### src/rtl/run_sequencer_pkg.sv
// run_sequencer_pkg: state encoding and default constants for the run sequencer
package run_sequencer_pkg;
  typedef enum logic [2:0] {
    S_IDLE  = 3'd0,
    S_RST   = 3'd1,
    S_RUN   = 3'd2,
    S_DRAIN = 3'd3,
    S_DUMP  = 3'd4,
    S_DONE  = 3'd5
  } state_t;
  localparam int RUN_SEQ_RST_CYCLES   = 2;
  localparam int RUN_SEQ_DRAIN_CYCLES = 10;
  localparam int RUN_SEQ_MAX_CYCLES   = 100000;
  localparam int RUN_SEQ_CNT_W        = 32;
  localparam int RUN_SEQ_PC_W         = 32;
  localparam int RUN_SEQ_STALL_CYCLES = 8;
  function automatic int max2(input int a, input int b);
    return a > b ? a : b;
  endfunction
endpackage

### src/rtl/run_seq_counter.sv
// run_seq_counter: loadable down-counter that stops at zero and flags it
module run_seq_counter #(
  parameter int W = 4
) (
  input  logic         clk,
  input  logic         reset,
  input  logic         load,
  input  logic         en,
  input  logic [W-1:0] value,
  output logic         zero
);
  logic [W-1:0] count;
  always_ff @(posedge clk or posedge reset)
    if (reset) count <= '0;
    else count <= load ? value : (en && count != '0) ? count - 1'b1 : count;
  assign zero = count == '0;
endmodule

### src/rtl/run_sequencer.sv
// run_sequencer: reset/run/drain/dump controller for the core; define RUN_SEQ_STALL_DETECT_EN to also end runs on a stalled pc
module run_sequencer
  import run_sequencer_pkg::*;
#(
  parameter int RST_CYCLES   = RUN_SEQ_RST_CYCLES,
  parameter int DRAIN_CYCLES = RUN_SEQ_DRAIN_CYCLES,
  parameter int MAX_CYCLES   = RUN_SEQ_MAX_CYCLES,
  parameter int CNT_W        = RUN_SEQ_CNT_W,
  parameter int PC_W         = RUN_SEQ_PC_W,
  parameter int STALL_CYCLES = RUN_SEQ_STALL_CYCLES
) (
  input  logic             clk,
  input  logic             reset,
  input  logic             start,
  input  logic             mem_end,
  input  logic             ext_hold,
  input  logic [PC_W-1:0]  pc,
  output logic             core_reset,
  output logic             hold,
  output logic             dump_all,
  output logic             done,
  output logic             timeout,
  output logic [2:0]       state,
  output logic [CNT_W-1:0] cycle_count
);
  localparam int SW = $clog2(max2(RST_CYCLES, DRAIN_CYCLES) + 1);
  state_t st, st_n;
  logic go, run, wd, stall, run_exit, seq_zero;
  assign run = st == S_RUN;
  assign go = start && (st == S_IDLE || st == S_DONE);
  assign wd = run && !ext_hold && cycle_count == CNT_W'(MAX_CYCLES - 1);
  assign run_exit = run && (mem_end || wd || stall);
  assign state = st;
  run_seq_counter #(.W(SW)) u_seq (
    .clk(clk),
    .reset(reset),
    .load(go || run_exit),
    .en(st == S_RST || st == S_DRAIN),
    .value(go ? SW'(RST_CYCLES - 1) : SW'(DRAIN_CYCLES - 1)),
    .zero(seq_zero)
  );
`ifdef RUN_SEQ_STALL_DETECT_EN
  localparam int TW = $clog2(STALL_CYCLES + 1);
  logic [PC_W-1:0] pc_q;
  logic same, stall_zero;
  assign same = pc == pc_q;
  always_ff @(posedge clk or posedge reset)
    if (reset) pc_q <= '0;
    else pc_q <= pc;
  run_seq_counter #(.W(TW)) u_stall (
    .clk(clk),
    .reset(reset),
    .load((st == S_RST && seq_zero) || (run && !same)),
    .en(run && same && !ext_hold),
    .value(TW'(STALL_CYCLES - 1)),
    .zero(stall_zero)
  );
  assign stall = run && same && !ext_hold && stall_zero;
`else
  logic unused_pc;
  assign unused_pc = ^pc ^ STALL_CYCLES[0];
  assign stall = 1'b0;
`endif
  always_comb begin
    st_n = go ? S_RST
         : (st == S_RST && seq_zero) ? S_RUN
         : run_exit ? S_DRAIN
         : (st == S_DRAIN && seq_zero) ? S_DUMP
         : st == S_DUMP ? S_DONE
         : st;
  end
  always_ff @(posedge clk or posedge reset)
    if (reset) begin
      st          <= S_IDLE;
      core_reset  <= 1'b1;
      hold        <= 1'b1;
      dump_all    <= 1'b0;
      done        <= 1'b0;
      timeout     <= 1'b0;
      cycle_count <= '0;
    end else begin
      st          <= st_n;
      core_reset  <= st_n == S_IDLE || st_n == S_RST;
      hold        <= st_n == S_RUN ? ext_hold : st_n != S_RST;
      dump_all    <= st_n == S_DUMP;
      done        <= st_n == S_DONE;
      timeout     <= go ? 1'b0 : (wd && !mem_end && !stall) ? 1'b1 : timeout;
      cycle_count <= go ? '0 : (run && !ext_hold && !(&cycle_count)) ? cycle_count + 1'b1 : cycle_count;
    end
endmodule

### config.mk
export PLATFORM = sky130hd
export DESIGN_NAME = run_sequencer
export DESIGN_NICKNAME = d
export VERILOG_FILES = /design/src/rtl/run_sequencer_pkg.sv /design/src/rtl/run_seq_counter.sv /design/src/rtl/run_sequencer.sv
export SDC_FILE = /design/constraint.sdc
export NUM_CORES = 1
export LEC_CHECK = 0
export BUFFER_PORTS_ARGS = -buffer_cell sky130_fd_sc_hd__buf_2
export CORE_ASPECT_RATIO = 0.9
export CORE_MARGIN = 3
export CORE_UTILIZATION = 55
export CTS_CLUSTER_DIAMETER = 30
export DETAILED_ROUTE_END_ITERATION = 8
export PLACE_DENSITY = 0.84
export SLEW_MARGIN = 20
export SYNTH_ARGS = -nofsm -noshare
export SYNTH_HDL_FRONTEND = slang
export SYNTH_SLANG_ARGS = --single-unit
### constraint.sdc
create_clock -name clk -period 5.5 [get_ports clk]
set_input_delay 0.275 -clock clk [delete_from_list [all_inputs] [get_ports clk]]
set_output_delay 0.275 -clock clk [all_outputs]
set_load 0.005 [all_outputs]
==> results of run 1 <==
-- how the worst min path moves through the flow --
stage	startpoint	to	slack (ns)	cells past startpoint
3_3_place_gp	reset	cycle_count[4]	0.43	3
2_1_floorplan	mem_end	timeout	0.46	3
3_5_place_dp	reset	cycle_count[4]	0.45	3
6_report	reset	cycle_count[3]	0.1	3
4_1_cts	reset	timeout	0.12	3
5_1_grt	reset	cycle_count[4]	0.16	3
-- routing by layer --
metal	vias up	global-route usage, %	wire length, um
met2	74	35.4	2730
met3	9	4.03	357
met4	0	7.65	68
met5	-	0	0
li1	1075	-	-
met1	1092	30.8	2630
-- synthesized netlist by cell type, types with 3 or more instances --
cell type / n / area share (%)
sky130_fd_sc_hd__o211ai_1: 4 / 1.2
sky130_fd_sc_hd__buf_2: 3 / 0.61
sky130_fd_sc_hd__and4_1: 7 / 2.5
sky130_fd_sc_hd__o31ai_1: 6 / 1.8
sky130_fd_sc_hd__clkbuf_1: 8 / 1.2
sky130_fd_sc_hd__nand4_1: 19 / 4.8
sky130_fd_sc_hd__nor2_1: 15 / 2.3
sky130_fd_sc_hd__nor4_1: 9 / 2.3
sky130_fd_sc_hd__nand3_1: 16 / 3.2
sky130_fd_sc_hd__nand2_1: 16 / 2.4
sky130_fd_sc_hd__inv_1: 5 / 0.76
sky130_fd_sc_hd__xor2_1: 6 / 2.1
sky130_fd_sc_hd__nor3_1: 5 / 1.0
sky130_fd_sc_hd__ha_1: 3 / 1.5
sky130_fd_sc_hd__a21oi_1: 18 / 3.6
sky130_fd_sc_hd__and3_1: 4 / 1.0
sky130_fd_sc_hd__dfrtp_1: 42 / 42
sky130_fd_sc_hd__or4_1: 6 / 1.8
sky130_fd_sc_hd__xnor2_1: 7 / 2.5
sky130_fd_sc_hd__or3_1: 14 / 3.5
sky130_fd_sc_hd__nand2b_1: 4 / 1.0
sky130_fd_sc_hd__o21ai_0: 14 / 2.8
sky130_fd_sc_hd__mux2i_1: 3 / 1.2
-- final cells by class --
type                    instances  area, sq um  area share, %
well taps                      60         75.1           2.69
repair buffers                 45          228           8.15
clock inverters                 2         12.5          0.448
inverters                       5         18.8          0.672
multi-input cells             200         1290           46.1
clock buffers                   5         68.8           2.46
flip-flops and latches         44         1100           39.5
-- power by group through the flow --
stage / Combinational (uW) / Sequential (uW) / Clock, uW
4_1_cts: 251 / 424 / 199
3_3_place_gp: 238 / 428 / 0
6_report: 249 / 424 / 196
2_1_floorplan: 197 / 413 / 0
5_1_grt: 279 / 432 / 211
3_5_place_dp: 249 / 429 / 0
-- stage by stage --
step | total power (uW) | instance area, sq um | util (%) | instances | hold slack (ns)
after floorplan | 610 | 2470 | - | 263 | 0.461
after global placement | 666 | 2710 | 64.3 | 354 | 0.433
after detailed placement | 677 | 2710 | 64.3 | 354 | 0.448
after CTS | 874 | 2790 | 66.3 | 361 | 0.124
after global routing | 923 | 2790 | 66.3 | 361 | 0.159
final | 869 | 2790 | 66.3 | 361 | 0.0996
-- state kept, by name, indices dropped and copies added (netlist names) --
name,count
u_seq.count,4
core_reset,1
dump_all,1
timeout,1
cycle_count,32
state,3
done,1
hold,1
-- critical path: stages (launching register included) --
cell and delay [ns]:
sky130_fd_sc_hd__dfrtp_1 0.49, sky130_fd_sc_hd__nor4b_2 0.75, sky130_fd_sc_hd__nand4_1 0.18, sky130_fd_sc_hd__nor4_1 0.56, sky130_fd_sc_hd__o21ai_0 0.37, sky130_fd_sc_hd__and3_1 0.28
-- cells by family after synthesis --
group	Yosys count	synth area share, %
AND/OR/NAND/NOR	128	31.2
AO/OA/AOI/OAI	53	13.4
buffers and inverters	19	3.49
XOR/XNOR	13	4.60
adder cells (fa/ha/maj)	3	1.52
flip-flops	44	44.6
multiplexers	3	1.21
==> impl_metrics.toml, run 1 <==
[critical_path]
cp-start-kind = "flip-flop"
rr_startpoint = "state[0]"
critical_path_required_ns = 5.69
worst_ep_arrival_time_ns = 2.93
crit_path_start = "state[0]"
path_class = "flip-flop to flip-flop"
timing.critical_path.fanout_max = 10
worstRegToRegCells = 5
setup.worst_path.end_class = "flip-flop"
setup.reg_to_reg.worst_slack_ns = 2.76
critical_path.reg2reg.endpoint = "u_seq.count[1]"
setup.worst_path.end = "u_seq.count[1]"

[synthesis]
async_reset_ff_share_pct = 100
synth_area_sq_mm = 0.00247
ys_seq_area_share_pct = 44.6
syn-instance-count = 263
synth-seq-cells = 44
post_synthesis_area_per_instance_sq_um = 9.41
number_of_nets_produced_by_synthesis = 303
predominant_post_synthesis_flop_cell = "sky130_fd_sc_hd__dfrtp_1"
synth-edff-count = 0
synth.lib_cells_used.distinct = 47
yosysWarningCount = 0

[drt]
detailedRoute.firstIterationViolations = 171
routed_wire_length_per_instance_um = 16.0
route.detailed.drc = 0
route.antenna.remaining_nets = 0
postRouteWirelength_um = 5790
drt-pass1-iter-count = 4
drt-vias-per-instance = 6.23
routed-via-count = 2250

[floorplan]
fp.dieArea_sq_mm = 0.00534
die-height_um = 69.6
rows = 22
core_sq_mm = 0.00421
start_util_pct = 58.8
die_width_um = 76.7
io_pins = 77

[clocking]
cts_resized = 0
cts_tree = "built"
cts.sinks = 44
cts_buffers = 5
max-clock-path-buffers = 2
clk_root_buffer_cell = "sky130_fd_sc_hd__clkbuf_8"
clk_transition_reported_paths_ns = 0.09
post-cts-setup-buffers = 0
cts_max_level = 2
cts-hold-fix-buffers = 0
clock_insertion_delay_worst_skew_ns = 0.30

[global_routing]
number_of_antenna_violations_at_the_first_check_in_global_routing = 0
grt_first_pass_wirelength_um = 9840
grt_pass1_vias = 2098
gr-total-overflow = 0
grt_max_degree = 45
gr-usage-all-layers_pct = 22.3

[power_and_ir_drop]
p_per_area_mw_per_mm2 = 311
power.switching_fraction_pct = 34.4
power.net_switching_uw = 299
static-leakage-power_uw = 0.00125
clock_power_share_pct = 22.5
seq_power_share_pct = 48.7
vdd_drop_max_uv = 319
p_int_uw = 570
power_frac_comb_pct = 28.7

[finish]
fill_cell_count = 357
number_of_nets_at_the_end_of_the_flow = 341
most_frequent_cells_in_the_layout = "sky130_fd_sc_hd__buf_2 (44), sky130_fd_sc_hd__dfrtp_1 (42), sky130_fd_sc_hd__nand4_1 (19)"
layout_commonest_cell = "sky130_fd_sc_hd__buf_2"
area_growth_pct = 12.8
final_layout_size_suffix_gt1_share_pct = 21.3
number_of_diodes_added_for_antenna_fixing = 0

[timing]
worst_margin_pin_slew_ns = 0.774
unrepaired_setup_endpoints_after_global_routing = "false"
fin_hold_viols = 0
post-route-worst-setup-slack_ns = 2.76
achievable-frequency_ghz = 0.365
tns_ns = 0
finClkSkew_ns = 0.00840
fin_crit_sh_pct = 49.9
max-slew-margin-rel_pct = 48.3
finalCriticalPeriod_ns = 2.74
maxSlewViolCount = 0
report.final.setup_viol = 0

[job]
number_of_violations_of_the_max_capacitance_limit = 0

[placed_design]
io_buffers = 44
place.detailed.hpwl_um = 3910
gp_congestion = 0.903
detailedPlace.worstSlack_ns = 2.81

[status]
outcome = "complete, no violations"

[hold_path]
class_of_the_tightest_hold_or_removal_check = "input pin to async pin"
No activity file was read; power rests on OpenSTA's default activity.
==> run 2, diff against run 1 <==
--- a/config.mk
+++ b/config.mk
@@ -8,10 +8,10 @@
 export BUFFER_PORTS_ARGS = -buffer_cell sky130_fd_sc_hd__buf_2
 export CORE_ASPECT_RATIO = 0.9
 export CORE_MARGIN = 3
-export CORE_UTILIZATION = 55
+export CORE_UTILIZATION = 51
 export CTS_CLUSTER_DIAMETER = 30
 export DETAILED_ROUTE_END_ITERATION = 8
-export PLACE_DENSITY = 0.84
+export PLACE_DENSITY = 0.79
 export SLEW_MARGIN = 20
 export SYNTH_ARGS = -nofsm -noshare
 export SYNTH_HDL_FRONTEND = slang
==> constraint.sdc (replaced) <==
create_clock -name clk -period 2.82 [get_ports clk]
set_input_delay 0.141 -clock clk [delete_from_list [all_inputs] [get_ports clk]]
set_output_delay 0.141 -clock clk [all_outputs]
set_load 0.005 [all_outputs]
==> run 2 against run 1 <==
Effect of this change:
- utilization fell by 3.2 points
- count of clock-buffer cells in the layout did not move
- sequential share of layout area fell by 1.3 points
- die area rose by 7.2%
- clock power rose by 150%
- critical path depth rose by 1
- sequential power rose by 89%
- worst hold slack improved by 0.045 ns
- first-iteration DRC count fell by 13%
==> impl_metrics.toml, run 2 (synthesis results as in run 1) <==
[global_routing]
grt_max_degree = 26
gr-usage-all-layers_pct = 22.1
number_of_antenna_violations_at_the_first_check_in_global_routing = 0
grt_first_pass_wirelength_um = 9910
gr-total-overflow = 0
grt_pass1_vias = 2069

[finish]
number_of_nets_at_the_end_of_the_flow = 349
area_growth_pct = 16.6
registers.top_by_ff_count = "cycle_count"
layout_commonest_cell = "sky130_fd_sc_hd__buf_2"
largest_register_ff_count = 32
final_layout_size_suffix_gt1_share_pct = 22.9
number_of_diodes_added_for_antenna_fixing = 0
most_frequent_cells_in_the_layout = "sky130_fd_sc_hd__buf_2 (44), sky130_fd_sc_hd__dfrtp_1 (42), sky130_fd_sc_hd__nand4_1 (19)"
fill_cell_count = 417

[power_and_ir_drop]
p_per_area_mw_per_mm2 = 632
clock_power_share_pct = 26.5
static-leakage-power_uw = 0.00130
power.net_switching_uw = 591
power_frac_comb_pct = 29.6
p_int_uw = 1230
seq_power_share_pct = 43.9
power.switching_fraction_pct = 32.4
vdd_drop_max_uv = 490

[timing]
finalCriticalPeriod_ns = 2.52
post-route-worst-setup-slack_ns = 0.305
maxSlewViolCount = 0
tns_ns = 0
max-slew-margin-rel_pct = 46.9
achievable-frequency_ghz = 0.398
unrepaired_setup_endpoints_after_global_routing = "false"
fin_hold_viols = 0
fin_crit_sh_pct = 89.2
report.final.setup_viol = 0
worst_margin_pin_slew_ns = 0.796
finClkSkew_ns = 0.00539

[clocking]
clk_transition_reported_paths_ns = 0.09
cts_max_level = 2
clk_root_buffer_cell = "sky130_fd_sc_hd__clkbuf_8"
cts_buffers = 5
max-clock-path-buffers = 2
clock_insertion_delay_worst_skew_ns = 0.30
cts-hold-fix-buffers = 1
cts_resized = 0
cts_tree = "built"
post-cts-setup-buffers = 0
cts.sinks = 44

[drt]
routed_wire_length_per_instance_um = 15.7
met2WireLength_um = 2760
drt-vias-per-instance = 6.08
route.antenna.remaining_nets = 0
postRouteWirelength_um = 5860
drt-pass1-iter-count = 4
detailedRoute.firstIterationViolations = 149
routed-via-count = 2262
route.detailed.drc = 0
met3RoutedLength_um = 318
top_layer_used = "met4"
drt-met1-wl_um = 2710

[critical_path]
cp_top_family = "simple AND/OR/NAND/NOR gates"
critical-path-max-stage-delay_ns = 0.60
cp_cell_sequence = "buf_4 > nor4b_2 > nand4_1 > nor4_1 > o21ai_0 > and3_1"
critical_path.reg2reg.endpoint = "u_seq.count[1]"
slowest_stage = "sky130_fd_sc_hd__nor4_1"
setup.reg_to_reg.worst_slack_ns = 0.30
setup.worst_path.end_class = "flip-flop"
rr_startpoint = "state[2]"
worstPathBufferInverterCount = 1
worstRegToRegCells = 6
worst_ep_arrival_time_ns = 2.71
cp-start-kind = "flip-flop"
timing.critical_path.fanout_max = 9
path_class = "flip-flop to flip-flop"
critical_path_required_ns = 3.01

[placed_design]
detailedPlace.worstSlack_ns = 0.373
place.detailed.hpwl_um = 4160
gp_congestion = 0.839
io_buffers = 44

[hold_path]
worstHoldPathCells = 4
hold_path.startpoint = "mem_end"
class_of_the_tightest_hold_or_removal_check = "input pin to flip-flop"
whs_endpoint = "timeout"

[floorplan]
die_width_um = 79.4
core_sq_mm = 0.00458
rows = 23
die-height_um = 72.1
start_util_pct = 54.1
fp.dieArea_sq_mm = 0.00573
io_pins = 77

[status]
outcome = "complete, no violations"

[job]
number_of_violations_of_the_max_capacitance_limit = 0
## run 2: routing by layer
metal | up-vias | global-route usage, %
met5 | - | 0
met4 | 0 | 7.25
met3 | 6 | 4.71
met2 | 77 | 34.3
met1 | 1087 | 30.9
li1 | 1092 | -
## run 2: worst max-delay path by stage
| stage | from | to | slack [ns] | cells after the start |
|---|---|---|---|---|
| 2_1_floorplan | state[2] | cycle_count[29] | 0.73 | 7 |
| 3_3_place_gp | state[1] | cycle_count[31] | 0.42 | 5 |
| 3_5_place_dp | cycle_count[21] | cycle_count[29] | 0.37 | 5 |
| 4_1_cts | cycle_count[21] | cycle_count[29] | 0.36 | 5 |
| 5_1_grt | cycle_count[21] | cycle_count[29] | 0.06 | 5 |
| 6_report | state[2] | u_seq.count[1] | 0.30 | 6 |
## run 2: worst register-to-register path: stages, from the launching register on
cell and delay (ns):
sky130_fd_sc_hd__dfrtp_1 0.39, sky130_fd_sc_hd__buf_4 0.17, sky130_fd_sc_hd__nor4b_2 0.37, sky130_fd_sc_hd__nand4_1 0.17
sky130_fd_sc_hd__nor4_1 0.60, sky130_fd_sc_hd__o21ai_0 0.42, sky130_fd_sc_hd__and3_1 0.28
## run 2: area by class of cell
| class | count | area [sq um] | share of cell area [%] |
|---|---|---|---|
| inverter | 5 | 18.8 | 0.650 |
| timing repair buffer | 53 | 290 | 10.1 |
| multi-input combinational | 200 | 1280 | 44.5 |
| clock buffer | 5 | 68.8 | 2.38 |
| sequential | 44 | 1100 | 38.2 |
| tap | 62 | 77.6 | 2.69 |
| clock inverter | 3 | 42.5 | 1.47 |
## run 2: power by group through the flow
stage | clock network, uW | registers (uW) | logic (uW)
2_1_floorplan | 0 | 806 | 384
3_3_place_gp | 0 | 811 | 523
3_5_place_dp | 0 | 810 | 547
4_1_cts | 491 | 801 | 547
5_1_grt | 527 | 818 | 609
6_report | 484 | 802 | 539
## run 2: per-stage QoR
stage | cell area [sq um] | hold WS, ns | cells | utilization (%) | total power [uW]
after floorplan | 2470 | 0.327 | 263 | - | 1190
after global placement | 2770 | 0.200 | 363 | 60.4 | 1330
after detailed placement | 2770 | 0.201 | 363 | 60.4 | 1360
after CTS | 2890 | 0.138 | 372 | 63.1 | 1840
after global routing | 2890 | 0.160 | 372 | 63.1 | 1950
final | 2890 | 0.144 | 372 | 63.1 | 1820
==> run 3, diff against run 2 <==
--- a/config.mk
+++ b/config.mk
@@ -11,8 +11,9 @@
 export CORE_UTILIZATION = 51
 export CTS_CLUSTER_DIAMETER = 30
 export DETAILED_ROUTE_END_ITERATION = 8
-export PLACE_DENSITY = 0.79
+export PLACE_DENSITY = 0.8
 export SLEW_MARGIN = 20
 export SYNTH_ARGS = -nofsm -noshare
 export SYNTH_HDL_FRONTEND = slang
 export SYNTH_SLANG_ARGS = --single-unit
+export TNS_END_PERCENT = 10
==> run 3 against run 2 <==
Effect of this change:
- register-to-register slack about the same
- critical endpoint unchanged
- sequential share of layout area decreased by 0.39 points
- maximum frequency decreased by 0.16%
- global-route usage increased by 0.54 points
- wire length increased by 2.9%
- clock power increased by 37%
- largest power group unchanged
- largest cell class unchanged
- combinational power decreased by 0.7%
==> impl_metrics.toml, run 3 (synthesis results as in run 1) <==
[clocking]
clk_root_buffer_cell = "sky130_fd_sc_hd__clkbuf_8"
cts_max_level = 2
clk_transition_reported_paths_ns = 0.09
cts-hold-fix-buffers = 0
max-clock-path-buffers = 2
cts_resized = 0
cts_tree = "built"
post-cts-setup-buffers = 0
cts.sinks = 44
clock_insertion_delay_worst_skew_ns = 0.30
cts_buffers = 5

[power_and_ir_drop]
p_per_area_mw_per_mm2 = 688
vdd_drop_max_uv = 513
static-leakage-power_uw = 0.00132
totalPowerFinal_uw = 2010

[drt]
postRouteWirelength_um = 6030
drt-pass1-iter-count = 4
detailedRoute.firstIterationViolations = 153
routed-via-count = 2303
route.antenna.remaining_nets = 0
route.detailed.drc = 0
drt-vias-per-instance = 6.22
routed_wire_length_per_instance_um = 16.3

[critical_path]
setup.reg_to_reg.worst_slack_ns = 0.30
cp-start-kind = "flip-flop"
cp_cell_sequence = "ha_1 > and4_1 > nand2_1 > nor4_1 > o21ai_0 > and3_1"
critical_path_required_ns = 3.01
critical_path.reg2reg.endpoint = "u_seq.count[1]"
slowest_stage = "sky130_fd_sc_hd__nor4_1"
cp_top_family = "simple AND/OR/NAND/NOR gates"
worstRegToRegCells = 6
timing.critical_path.fanout_max = 6
path_class = "flip-flop to flip-flop"
critical-path-max-stage-delay_ns = 0.60
rr_startpoint = "cycle_count[0]"
worstPathBufferInverterCount = 0
setup.worst_path.end_class = "flip-flop"
worst_ep_arrival_time_ns = 2.71

[global_routing]
gr-usage-all-layers_pct = 22.6
grt_pass1_vias = 2216
grt_first_pass_wirelength_um = 10200
grt_max_degree = 45
number_of_antenna_violations_at_the_first_check_in_global_routing = 0
grt_most_used_layer = "met2"
gr-total-overflow = 0
met3_usage_pct = 4.96
fraction_of_met1_tracks_used_by_global_routing_pct = 29.3
grt_use_met2_pct = 37.0

[finish]
fill_cell_count = 389
most_frequent_cells_in_the_layout = "sky130_fd_sc_hd__buf_2 (44), sky130_fd_sc_hd__dfrtp_1 (42), sky130_fd_sc_hd__nand4_1 (19)"
multi_input_comb_area_sq_mm = 0.00128
sequential_cell_area_sq_mm = 0.00110
number_of_nets_at_the_end_of_the_flow = 347
final_layout_size_suffix_gt1_share_pct = 23.1
registers.top_by_ff_count = "cycle_count"
area_growth_pct = 17.8
largest_register_ff_count = 32
number_of_diodes_added_for_antenna_fixing = 0
layout_commonest_cell = "sky130_fd_sc_hd__buf_2"

[placed_design]
place.detailed.hpwl_um = 4130
io_buffers = 44
gp_congestion = 0.834
detailedPlace.worstSlack_ns = 0.343

[timing]
finalCriticalPeriod_ns = 2.52
unrepaired_setup_endpoints_after_global_routing = "false"
post-route-worst-setup-slack_ns = 0.301
worst_margin_pin_slew_ns = 0.899
max-slew-margin-rel_pct = 40.0
achievable-frequency_ghz = 0.397
fin_hold_viols = 0
finClkSkew_ns = 0.00645
fin_crit_sh_pct = 89.3
maxSlewViolCount = 0
report.final.setup_viol = 0
tns_ns = 0

[floorplan]
die-height_um = 72.1
core_sq_mm = 0.00458
die_width_um = 79.4
start_util_pct = 54.1
rows = 23
io_pins = 77
fp.dieArea_sq_mm = 0.00573

[job]
number_of_violations_of_the_max_capacitance_limit = 0

[hold_path]
class_of_the_tightest_hold_or_removal_check = "input pin to async pin"

[status]
outcome = "complete, no violations"
## run 3: per-stage QoR
| stage | hold slack, ns | instance area, sq um | utilization, % | cells |
|---|---|---|---|---|
| after floorplan | 0.327 | 2470 | - | 263 |
| after global placement | 0.388 | 2760 | 60.3 | 362 |
| final | 0.0301 | 2920 | 63.7 | 370 |
| after detailed placement | 0.396 | 2760 | 60.3 | 362 |
| after CTS | 0.0635 | 2920 | 63.7 | 370 |
| after global routing | 0.0939 | 2920 | 63.7 | 370 |
## run 3: worst max path at each step
stage	start	to	slack, ns	cells after the start
after floorplan	state[2]	cycle_count[29]	0.73	7
after global placement	state[1]	cycle_count[31]	0.42	5
after detailed placement	state[1]	cycle_count[31]	0.34	5
after CTS	state[1]	cycle_count[31]	0.32	5
after global routing	cycle_count[22]	cycle_count[29]	0.10	5
final	cycle_count[0]	u_seq.count[1]	0.30	6
## run 3: area by class of cell
| type | count | area share (%) |
|---|---|---|
| clock buffer | 5 | 2.36 |
| clock inverter | 3 | 3.09 |
| inverter | 5 | 0.644 |
| multi-input combinational | 200 | 44.1 |
| sequential | 44 | 37.8 |
| tap | 62 | 2.66 |
| timing repair buffer | 51 | 9.35 |
## run 3: power breakdown
group | total, uW | internal [uW] | switching [uW]
clock | 663 | 443 | 221
sequential | 807 | 728 | 79.5
combinational | 535 | 238 | 297
## run 3: worst reg2reg max path: stages (launching register included)
cell                      delay, ns
sky130_fd_sc_hd__dfrtp_1       0.43
sky130_fd_sc_hd__ha_1          0.23
sky130_fd_sc_hd__and4_1        0.30
sky130_fd_sc_hd__nand2_1       0.14
sky130_fd_sc_hd__nor4_1        0.61
sky130_fd_sc_hd__o21ai_0       0.42
sky130_fd_sc_hd__and3_1        0.29
## run 3: routing by layer
metal	vias to the layer above	routed length, um
met3	10	378
met4	0	90
met2	75	2850
met1	1123	2710
li1	1095	-
met5	-	0
